--- config.mk ---
export PLATFORM = sky130hd
export DESIGN_NAME = uarttx_feeder
export DESIGN_NICKNAME = d
export VERILOG_FILES = /design/src/rtl/uart_pkg.sv /design/src/rtl/sync_fifo.sv /design/src/rtl/uarttx_feeder.sv
export SDC_FILE = /design/constraint.sdc
export NUM_CORES = 1
export LEC_CHECK = 0
export BUFFER_PORTS_ARGS = -buffer_cell sky130_fd_sc_hd__buf_2
export CAP_MARGIN = 20
export CORE_MARGIN = 3
export CORE_UTILIZATION = 60
export CTS_BUF_LIST = sky130_fd_sc_hd__clkbuf_8
export CTS_CLUSTER_SIZE = 10
export DETAILED_ROUTE_END_ITERATION = 7
export PLACE_DENSITY_LB_ADDON = 0.05
export SETUP_SLACK_MARGIN = 0.3
export SLEW_MARGIN = 20
export SYNTH_ARGS = -nofsm -noshare
export SYNTH_HDL_FRONTEND = slang
export SYNTH_SLANG_ARGS = --single-unit
--- constraint.sdc ---
create_clock -name clk -period 5.3 [get_ports clk]
set_input_delay 1.06 -clock clk [delete_from_list [all_inputs] [get_ports clk]]
set_output_delay 1.06 -clock clk [all_outputs]
set_load 0.005 [all_outputs]
--- src/rtl/uart_pkg.sv ---
// Shared types for the UART transmit path.
// Sequencer state encoding and the serial byte width.
package uart_pkg;

    typedef enum logic [1:0] {
        FEED_IDLE,
        FEED_LOAD,
        FEED_WAIT_BUSY
    } feed_state_t;

    localparam int UART_DATA_WIDTH = 8;

endpackage

--- src/rtl/sync_fifo.sv ---
// Byte FIFO with separately tracked occupancy.
// A push that finds the FIFO full is dropped and flagged for one cycle.
module sync_fifo #(
    parameter int DEPTH = 16,
    parameter int DATA_WIDTH = 8,
    localparam int AW = $clog2(DEPTH),
    localparam int CW = AW + 1
) (
    input  logic                  clk,
    input  logic                  nrst,
    input  logic                  wr_en,
    input  logic [DATA_WIDTH-1:0] wr_data,
    input  logic                  rd_en,
    output logic [DATA_WIDTH-1:0] rd_data,
    output logic                  full,
    output logic                  empty,
    output logic [CW-1:0]         count,
    output logic                  overflow
);

    logic [DATA_WIDTH-1:0] mem [DEPTH];
    logic [AW-1:0]         wr_ptr;
    logic [AW-1:0]         rd_ptr;
    logic [CW-1:0]         count_q;
    logic                  overflow_q;
    logic                  push;
    logic                  pop;

    // full is taken from registered count, so a same-cycle pop never frees room
    assign full  = (count_q == CW'(DEPTH));
    assign empty = (count_q == '0);
    assign push  = wr_en && !full;
    assign pop   = rd_en && !empty;

    assign count    = count_q;
    assign overflow = overflow_q;
    assign rd_data  = mem[rd_ptr];

    always_ff @(posedge clk) begin
        if (push) begin
            mem[wr_ptr] <= wr_data;
        end
    end

    always_ff @(posedge clk or negedge nrst) begin
        if (!nrst) begin
            wr_ptr     <= '0;
            rd_ptr     <= '0;
            count_q    <= '0;
            overflow_q <= 1'b0;
        end else begin
            overflow_q <= wr_en && full;
            if (push) begin
                wr_ptr <= wr_ptr + AW'(1);
            end
            if (pop) begin
                rd_ptr <= rd_ptr + AW'(1);
            end
            unique case ({push, pop})
                2'b10:   count_q <= count_q + CW'(1);
                2'b01:   count_q <= count_q - CW'(1);
                default: count_q <= count_q;
            endcase
        end
    end

endmodule

--- src/rtl/uarttx_feeder.sv ---
// FIFO-backed load sequencer in front of the UART transmitter.
// One byte per idle period; waits for busy before considering the next.
module uarttx_feeder
    import uart_pkg::*;
#(
    parameter int DEPTH = 16,
    parameter int DATA_WIDTH = UART_DATA_WIDTH,
    localparam int CW = $clog2(DEPTH) + 1
) (
    input  logic                  clk,
    input  logic                  nrst,
    input  logic                  wr_en,
    input  logic [DATA_WIDTH-1:0] wr_data,
    output logic                  full,
    output logic                  empty,
    output logic [CW-1:0]         count,
    output logic                  overflow,
    output logic                  tx_load,
    output logic [DATA_WIDTH-1:0] tx_data,
    input  logic                  tx_ready
);

    feed_state_t           state;
    feed_state_t           state_nxt;
    logic                  pop;
    logic [DATA_WIDTH-1:0] head;

    sync_fifo #(
        .DEPTH      (DEPTH),
        .DATA_WIDTH (DATA_WIDTH)
    ) u_fifo (
        .clk      (clk),
        .nrst     (nrst),
        .wr_en    (wr_en),
        .wr_data  (wr_data),
        .rd_en    (pop),
        .rd_data  (head),
        .full     (full),
        .empty    (empty),
        .count    (count),
        .overflow (overflow)
    );

    always_ff @(posedge clk or negedge nrst) begin
        if (!nrst) begin
            state <= FEED_IDLE;
        end else begin
            state <= state_nxt;
        end
    end

    always_comb begin
        state_nxt = state;
        unique case (state)
            FEED_IDLE: begin
                if (tx_ready && !empty) begin
                    state_nxt = FEED_LOAD;
                end
            end
            FEED_LOAD: begin
                state_nxt = FEED_WAIT_BUSY;
            end
            // hold off until the transmitter has shown it took the byte
            FEED_WAIT_BUSY: begin
                if (!tx_ready) begin
                    state_nxt = FEED_IDLE;
                end
            end
            default: begin
                state_nxt = FEED_IDLE;
            end
        endcase
    end

    always_comb begin
        pop     = (state == FEED_IDLE) && tx_ready && !empty;
        tx_load = (state == FEED_LOAD);
    end

    always_ff @(posedge clk or negedge nrst) begin
        if (!nrst) begin
            tx_data <= '0;
        end else if (pop) begin
            tx_data <= head;
        end
    end

endmodule

==> out/summary.txt, run 1 <==
status -> finished, final reports clean
number of hold violations in the final report -> 0
htree depth -> 4
Comb power frac -> 0.320
routed vias -> 3101
Tcrit/Tclk final -> 0.600
Hold WS -> 0.535 ns
yosys warns -> 0
pwr/cell area -> 513 nW/um^2
Final GP Congestion -> 0.770
Die X -> 108 um
total negative slack -> 0 ns
Die Height -> 108 um
Post-Syn Nets -> 350
die area -> 11700 um^2
VDD IR max -> 311 uV
max_slew headroom -> 0.412
vias per inst -> 6.12
Worst Path Required -> 5.69 ns
Int Pwr -> 2330 uW
post-synthesis cell type count -> 46
core box area -> 9950 um^2
Final setup viols -> 0
Routed Antenna Nets -> 0
Yosys top cell area share -> 0.613
synth cell count leaders -> 128 x edfxtp_1, 32 x mux4_2, 24 x dfrtp_1
Cell Area, Synth -> 6270 um^2
Initial Util -> 0.630
CP Max Fanout -> 23
Reg2Reg Launch Point -> u_fifo.count[2]
CTS Hold Buffers Added -> 0
most frequent cell after synthesis -> edfxtp_1
Max Freq -> 0.314 GHz
Psw -> 1170 uW
part of the Yosys area used for sequential elements -> 0.708
Bufs on Longest Clock Path -> 2
hold crit path type -> reg -> reg
max-slew violations -> 0
io pins -> 29
ys async rst share -> 0.158
Inserted Clock Buffers -> 17
CP startpoint kind -> flip-flop
reg2reg setup slack -> 2.12 ns
flops & latches, synth -> 152
vias in the first global route -> 3154
FP Rows -> 36
Remaining DRCs -> 0
global-route usage over all layers -> 0.222
top cells by area, synth -> edfxtp_1 61%, mux4_2 11%, dfrtp_1 9.6%
# port buffers -> 28
CP Capture Point -> u_fifo.count[4]
Synth-to-Final Area Change -> 8.55%
Yosys top cell by area -> edfxtp_1
number of flops mapped to enable cells by yosys -> 128
Post-CTS Resized -> 0
Avg WL per Cell -> 22.6 um
max cap viols -> 0
initial drt markers -> 191
worst skew pair latency -> 0.46 ns
Root Buffer -> clkbuf_8
R2R cell count -> 10
Clock transition at path regs -> 0.08 ns
CP Capture Type -> flip-flop
fin nets -> 383
layout cells sized above 1 -> 0.318
Least-Margin Pin Slew -> 0.878 ns
CP Class -> reg -> reg
Reg power frac -> 0.472
synthesized instance count -> 329
TritonCTS clock tree -> yes
reg2reg end -> u_fifo.count[4]
leakage -> 0.00233 uW
largest net degree at the start of global routing -> 35
clock skew -> 0.00905 ns
Min Clock Period, post-route -> 3.18 ns
Critical Path Source -> u_fifo.count[2]
initial antenna violation count -> 0
GRT overflow -> 0
Post-CTS Setup Repair Bufs -> 0
Routed Wire Length -> 11400 um
ANT cells -> 0
Pre-Repair DR Iteration Count -> 5
RSZ-0062 raised after global routing -> false
top_reg_cell synth -> edfxtp_1
DP HPWL -> 7170 um
first-pass GRT wire length -> 18100 um
syn_area_per_cell -> 19.1 um^2
Layout fillers -> 666
Final Core Density -> 0.684
Arr. time, crit path -> 3.57 ns
CTS sink cnt -> 152
Clk pwr share -> 0.208
Net Sw Frac -> 0.335
## state kept, by name, summed over array words and instances (netlist names)
register	cells
u_fifo.mem	128
tx_data	8
u_fifo.count	5
u_fifo.rd_ptr	4
u_fifo.wr_ptr	4
state	2
u_fifo.overflow	1
## power groups by stage
stage / Clock [uW] / Combinational (uW) / Sequential, uW
final: 729 / 1120 / 1650
after global routing: 796 / 1230 / 1680
after CTS: 747 / 1140 / 1650
after detailed placement: 0 / 1130 / 1680
after global placement: 0 / 1120 / 1660
after floorplan: 0 / 939 / 1590
## placed cells by master, fill, tap and decap left out, types with 2 or more instances in the layout
master / n
inv_1: 6
nor2b_1: 3
clkbuf_8: 17
o22ai_1: 8
xor2_1: 4
ha_1: 9
buf_2: 28
nor4b_1: 2
a21oi_1: 2
dfrtp_1: 23
nor2_1: 22
mux4_2: 32
mux2_2: 2
mux2i_1: 8
clkinv_1: 2
clkinv_2: 5
clkinv_4: 4
edfxtp_1: 128
nor3_1: 4
o21ai_0: 3
xnor2_1: 6
nor3b_1: 2
nand2b_1: 6
buf_4: 6
a221oi_2: 8
nand2_1: 8
and2_2: 2
## critical path, cell delays in order (launching register included)
cell and delay (ns):
dfrtp_1 0.55, nor2_2 0.10, a2111oi_4 0.35, buf_4 0.35, ha_1 0.47, xor2_1 0.19
ha_1 0.22, a21boi_0 0.23, o32ai_1 0.13, nor4b_1 0.37, xnor2_1 0.16
## cells by family after synthesis
family	share of synthesized area
buffers and inverters	0.0257
AND/OR/NAND/NOR	0.0554
adder cells (fa/ha/maj)	0.0179
flip-flops	0.708
multiplexers	0.131
XOR/XNOR	0.0166
AO/OA/AOI/OAI	0.0449
## area by class of cell
class,count,area (um^2),area share
well taps,133,166,0.0244
clock inverters,14,87.6,0.0129
flip-flops and latches,152,4450,0.653
multi-input cells,152,1670,0.246
repair buffers,34,185,0.0272
inverters,5,18.8,0.00276
clock buffers,17,234,0.0343
## per-stage QoR
step | std cells | cell area [um^2] | setup WS, ns | power, uW
finish | 507 | 6810 | 2.12 | 3500
global route | 507 | 6810 | 1.89 | 3700
CTS | 507 | 6810 | 2.12 | 3530
detailed placement | 476 | 6490 | 1.73 | 2810
global placement | 476 | 6480 | 1.88 | 2780
floorplan | 329 | 6270 | 2.14 | 2530
## worst min-delay path by stage
stage / from / to / slack, ns / depth (start not counted)
after floorplan: state[0] / state[0] / 0.51 / 1
after global placement: u_fifo.count[4] / u_fifo.count[4] / 0.52 / 1
after detailed placement: u_fifo.count[4] / u_fifo.count[4] / 0.53 / 1
after CTS: u_fifo.count[4] / u_fifo.count[4] / 0.55 / 1
after global routing: u_fifo.count[4] / u_fifo.count[4] / 0.57 / 1
final: u_fifo.count[4] / u_fifo.count[4] / 0.53 / 1
## routing by layer
metal / share of wire / GRT usage / vias to the layer above
met5: 0 / 0 / -
met4: 0.012 / 0.0757 / 0
met3: 0.067 / 0.0693 / 12
met2: 0.48 / 0.335 / 110
met1: 0.44 / 0.315 / 1607
li1: - / - / 1372
Note: power is estimated with default switching activity, not from simulation.
==> inputs of run 2 (changes only) <==
Settings changed: ABC_AREA set to 1.
Clock period 5.3 ns to 3.2 ns, I/O delays scaled along.
==> out/summary.txt, run 2 <==
Synth-to-Final Area Change -> 8.79%
htree depth -> 4 (unchanged)
routed vias -> 4601 (+48%)
CP Class -> reg -> reg
core box area -> 11000 um^2 (+10%)
CP Capture Type -> flip-flop
io pins -> 29 (unchanged)
Final Core Density -> 0.677 (-0.00757)
most frequent cell after synthesis -> nand2_1
DP HPWL -> 9330 um (+30%)
Final GP Congestion -> 1.01 (+32%)
first-pass GRT wire length -> 22500 um (+24%)
top cells by area, synth -> edfxtp_1 56%, nand2_1 13%, dfrtp_1 8.8%
Routed Wire Length -> 14400 um (+26%)
max cap viols -> 0 (unchanged)
max FFs per register -> 128 (unchanged)
global-route usage over all layers -> 0.237 (+0.0148)
number of hold violations in the final report -> 0 (unchanged)
top_reg_cell synth -> edfxtp_1
total negative slack -> 0 ns (unchanged)
Yosys top cell area share -> 0.563 (-0.0499)
post-synthesis cell type count -> 23 (-50%)
vias in the first global route -> 4206 (+33%)
RSZ-0062 raised after global routing -> false
max_slew headroom -> 0.281 (-0.132)
layout cells sized above 1 -> 0.107 (-0.211)
Critical Path Source -> u_fifo.count[1]
most common cell after layout, fill and taps aside -> nand2_1
Die Height -> 113 um (+4.1%)
clock skew -> 0.0113 ns (+0.00223 ns)
reg2reg setup slack -> 0.56 ns (-1.56 ns)
largest net degree at the start of global routing -> 68 (+94%)
Tcrit/Tclk final -> 0.827 (+0.226)
Reg with most FFs -> u_fifo.mem
yosys warns -> 0 (unchanged)
Clock transition at path regs -> 0.08 ns (about the same)
leakage -> 0.00338 uW (+45%)
reg2reg end -> u_fifo.count[4]
Remaining DRCs -> 0 (unchanged)
TritonCTS clock tree -> yes
CTS sink cnt -> 152 (unchanged)
die area -> 12700 um^2 (+8.4%)
Cell Area, Synth -> 6830 um^2 (+8.9%)
CP Max Fanout -> 15 (-35%)
Min Clock Period, post-route -> 2.64 ns (-0.536 ns)
ys async rst share -> 0.158 (unchanged)
most frequent cells in the layout -> 234 x nand2_1, 128 x edfxtp_1, 120 x inv_1
Final setup viols -> 0 (unchanged)
Avg WL per Cell -> 16.6 um (-27%)
max-slew violations -> 0 (unchanged)
flops & latches, synth -> 152 (unchanged)
part of the Yosys area used for sequential elements -> 0.651 (-0.0577)
Yosys top cell by area -> edfxtp_1
Arr. time, crit path -> 3.02 ns (-0.55 ns)
worst skew pair latency -> 0.44 ns (-0.02 ns)
synthesized instance count -> 690 (+110%)
hold crit path type -> in -> async
GRT overflow -> 0 (unchanged)
Reg2Reg Launch Point -> u_fifo.count[1]
Bufs on Longest Clock Path -> 2 (unchanged)
initial antenna violation count -> 0 (unchanged)
number of flops mapped to enable cells by yosys -> 128 (unchanged)
ANT cells -> 0 (unchanged)
Root Buffer -> clkbuf_8
R2R cell count -> 13 (+3)
Max Freq -> 0.378 GHz (+20%)
status -> finished, final reports clean
Routed Antenna Nets -> 0 (unchanged)
syn_area_per_cell -> 9.90 um^2 (-48%)
Inserted Clock Buffers -> 17 (unchanged)
Post-CTS Setup Repair Bufs -> 0 (unchanged)
Pre-Repair DR Iteration Count -> 6 (+1)
initial drt markers -> 523 (+170%)
vias per inst -> 5.29 (-14%)
Least-Margin Pin Slew -> 1.07 ns (+0.192 ns)
Die X -> 113 um (+4.1%)
Post-CTS Resized -> 0 (unchanged)
synth cell count leaders -> 234 x nand2_1, 128 x edfxtp_1, 120 x inv_1
# port buffers -> 28 (unchanged)
pwr/cell area -> 816 nW/um^2 (+59%)
CTS Hold Buffers Added -> 0 (unchanged)
Worst Path Required -> 3.58 ns (-2.11 ns)
CP startpoint kind -> flip-flop
Initial Util -> 0.622 (-0.00833)
fin nets -> 739 (+93%)
VDD IR max -> 851 uV (+170%)
FP Rows -> 38 (+5.6%)
Post-Syn Nets -> 711 (+100%)
[run 2: cell types whose count changed after synthesis, moves of 10 or more]
| cell | before | now |
|---|---|---|
| buf_2 | 6 | 16 |
| nand2_1 | 8 | 234 |
| inv_1 | 5 | 120 |
| nand3_1 | 0 | 103 |
| nor2_1 | 22 | 3 |
| mux4_2 | 32 | 0 |
| nor3_1 | 5 | 16 |
[run 2: cell type report]
class / instances / area, um^2
Tap cell: 140 / 175
Clock buffer: 17 / 234
Multi-Input combinational cell: 386 / 1790
Fill cell: 834 / 3550
Sequential cell: 152 / 4450
Timing Repair Buffer: 38 / 210
Clock inverter: 14 / 111
Inverter: 123 / 462
[run 2: metal layers]
metal  up-vias  GRT usage  share of wire
met3        25     0.0599          0.073
li1       2255          -              -
met4         0     0.0833          0.021
met2       163      0.371           0.48
met5         -          0              0
met1      2158      0.327           0.43
[run 2: worst max-delay path by stage]
| stage | end | slack, ns | cells past startpoint |
|---|---|---|---|
| after floorplan | u_fifo.count[4] | 0.89 | 15 |
| after global placement | u_fifo.count[4] | 0.59 | 13 |
| after detailed placement | u_fifo.count[4] | 0.53 | 13 |
| after CTS | u_fifo.count[4] | 0.52 | 13 |
| after global routing | u_fifo.count[4] | 0.32 | 13 |
| final | u_fifo.count[4] | 0.56 | 13 |
[run 2: cell families after synthesis]
logic type	after synthesis	share of synthesized area
compound gates	8	0.00659
simple gates	361	0.224
fa+ha+maj	9	0.0165
flops	152	0.651
buf+inv	152	0.0919
xor+xnor	8	0.0103
[run 2: critical path: stages, from the launching register on]
cell and delay, ns:
dfrtp_1 0.46, nor4_4 0.35, nand2_2 0.10, nand2_2 0.23, inv_2 0.17, ha_1 0.31, ha_1 0.35, inv_1 0.07
o21bai_1 0.15, inv_1 0.06, nand2_1 0.07, xor2_1 0.14, nand2_1 0.06, nand2_1 0.05
[run 2: where the power goes]
group          switching [uW]  internal (uW)
Combinational            1510            674
Clock                     684            599
Sequential                167           2430
[run 2: per-stage QoR]
stage               cells  cell area (um^2)  hold slack, ns  total power [uW]  worst slack [ns]
global route          870              7430           0.200              6470             0.322
CTS                   868              7390           0.179              6060             0.518
finish                870              7430           0.188              6060             0.555
detailed placement    837              7040           0.462              4790             0.535
floorplan             690              6830           0.344              4190             0.888
global placement      837              7040           0.464              4740             0.593
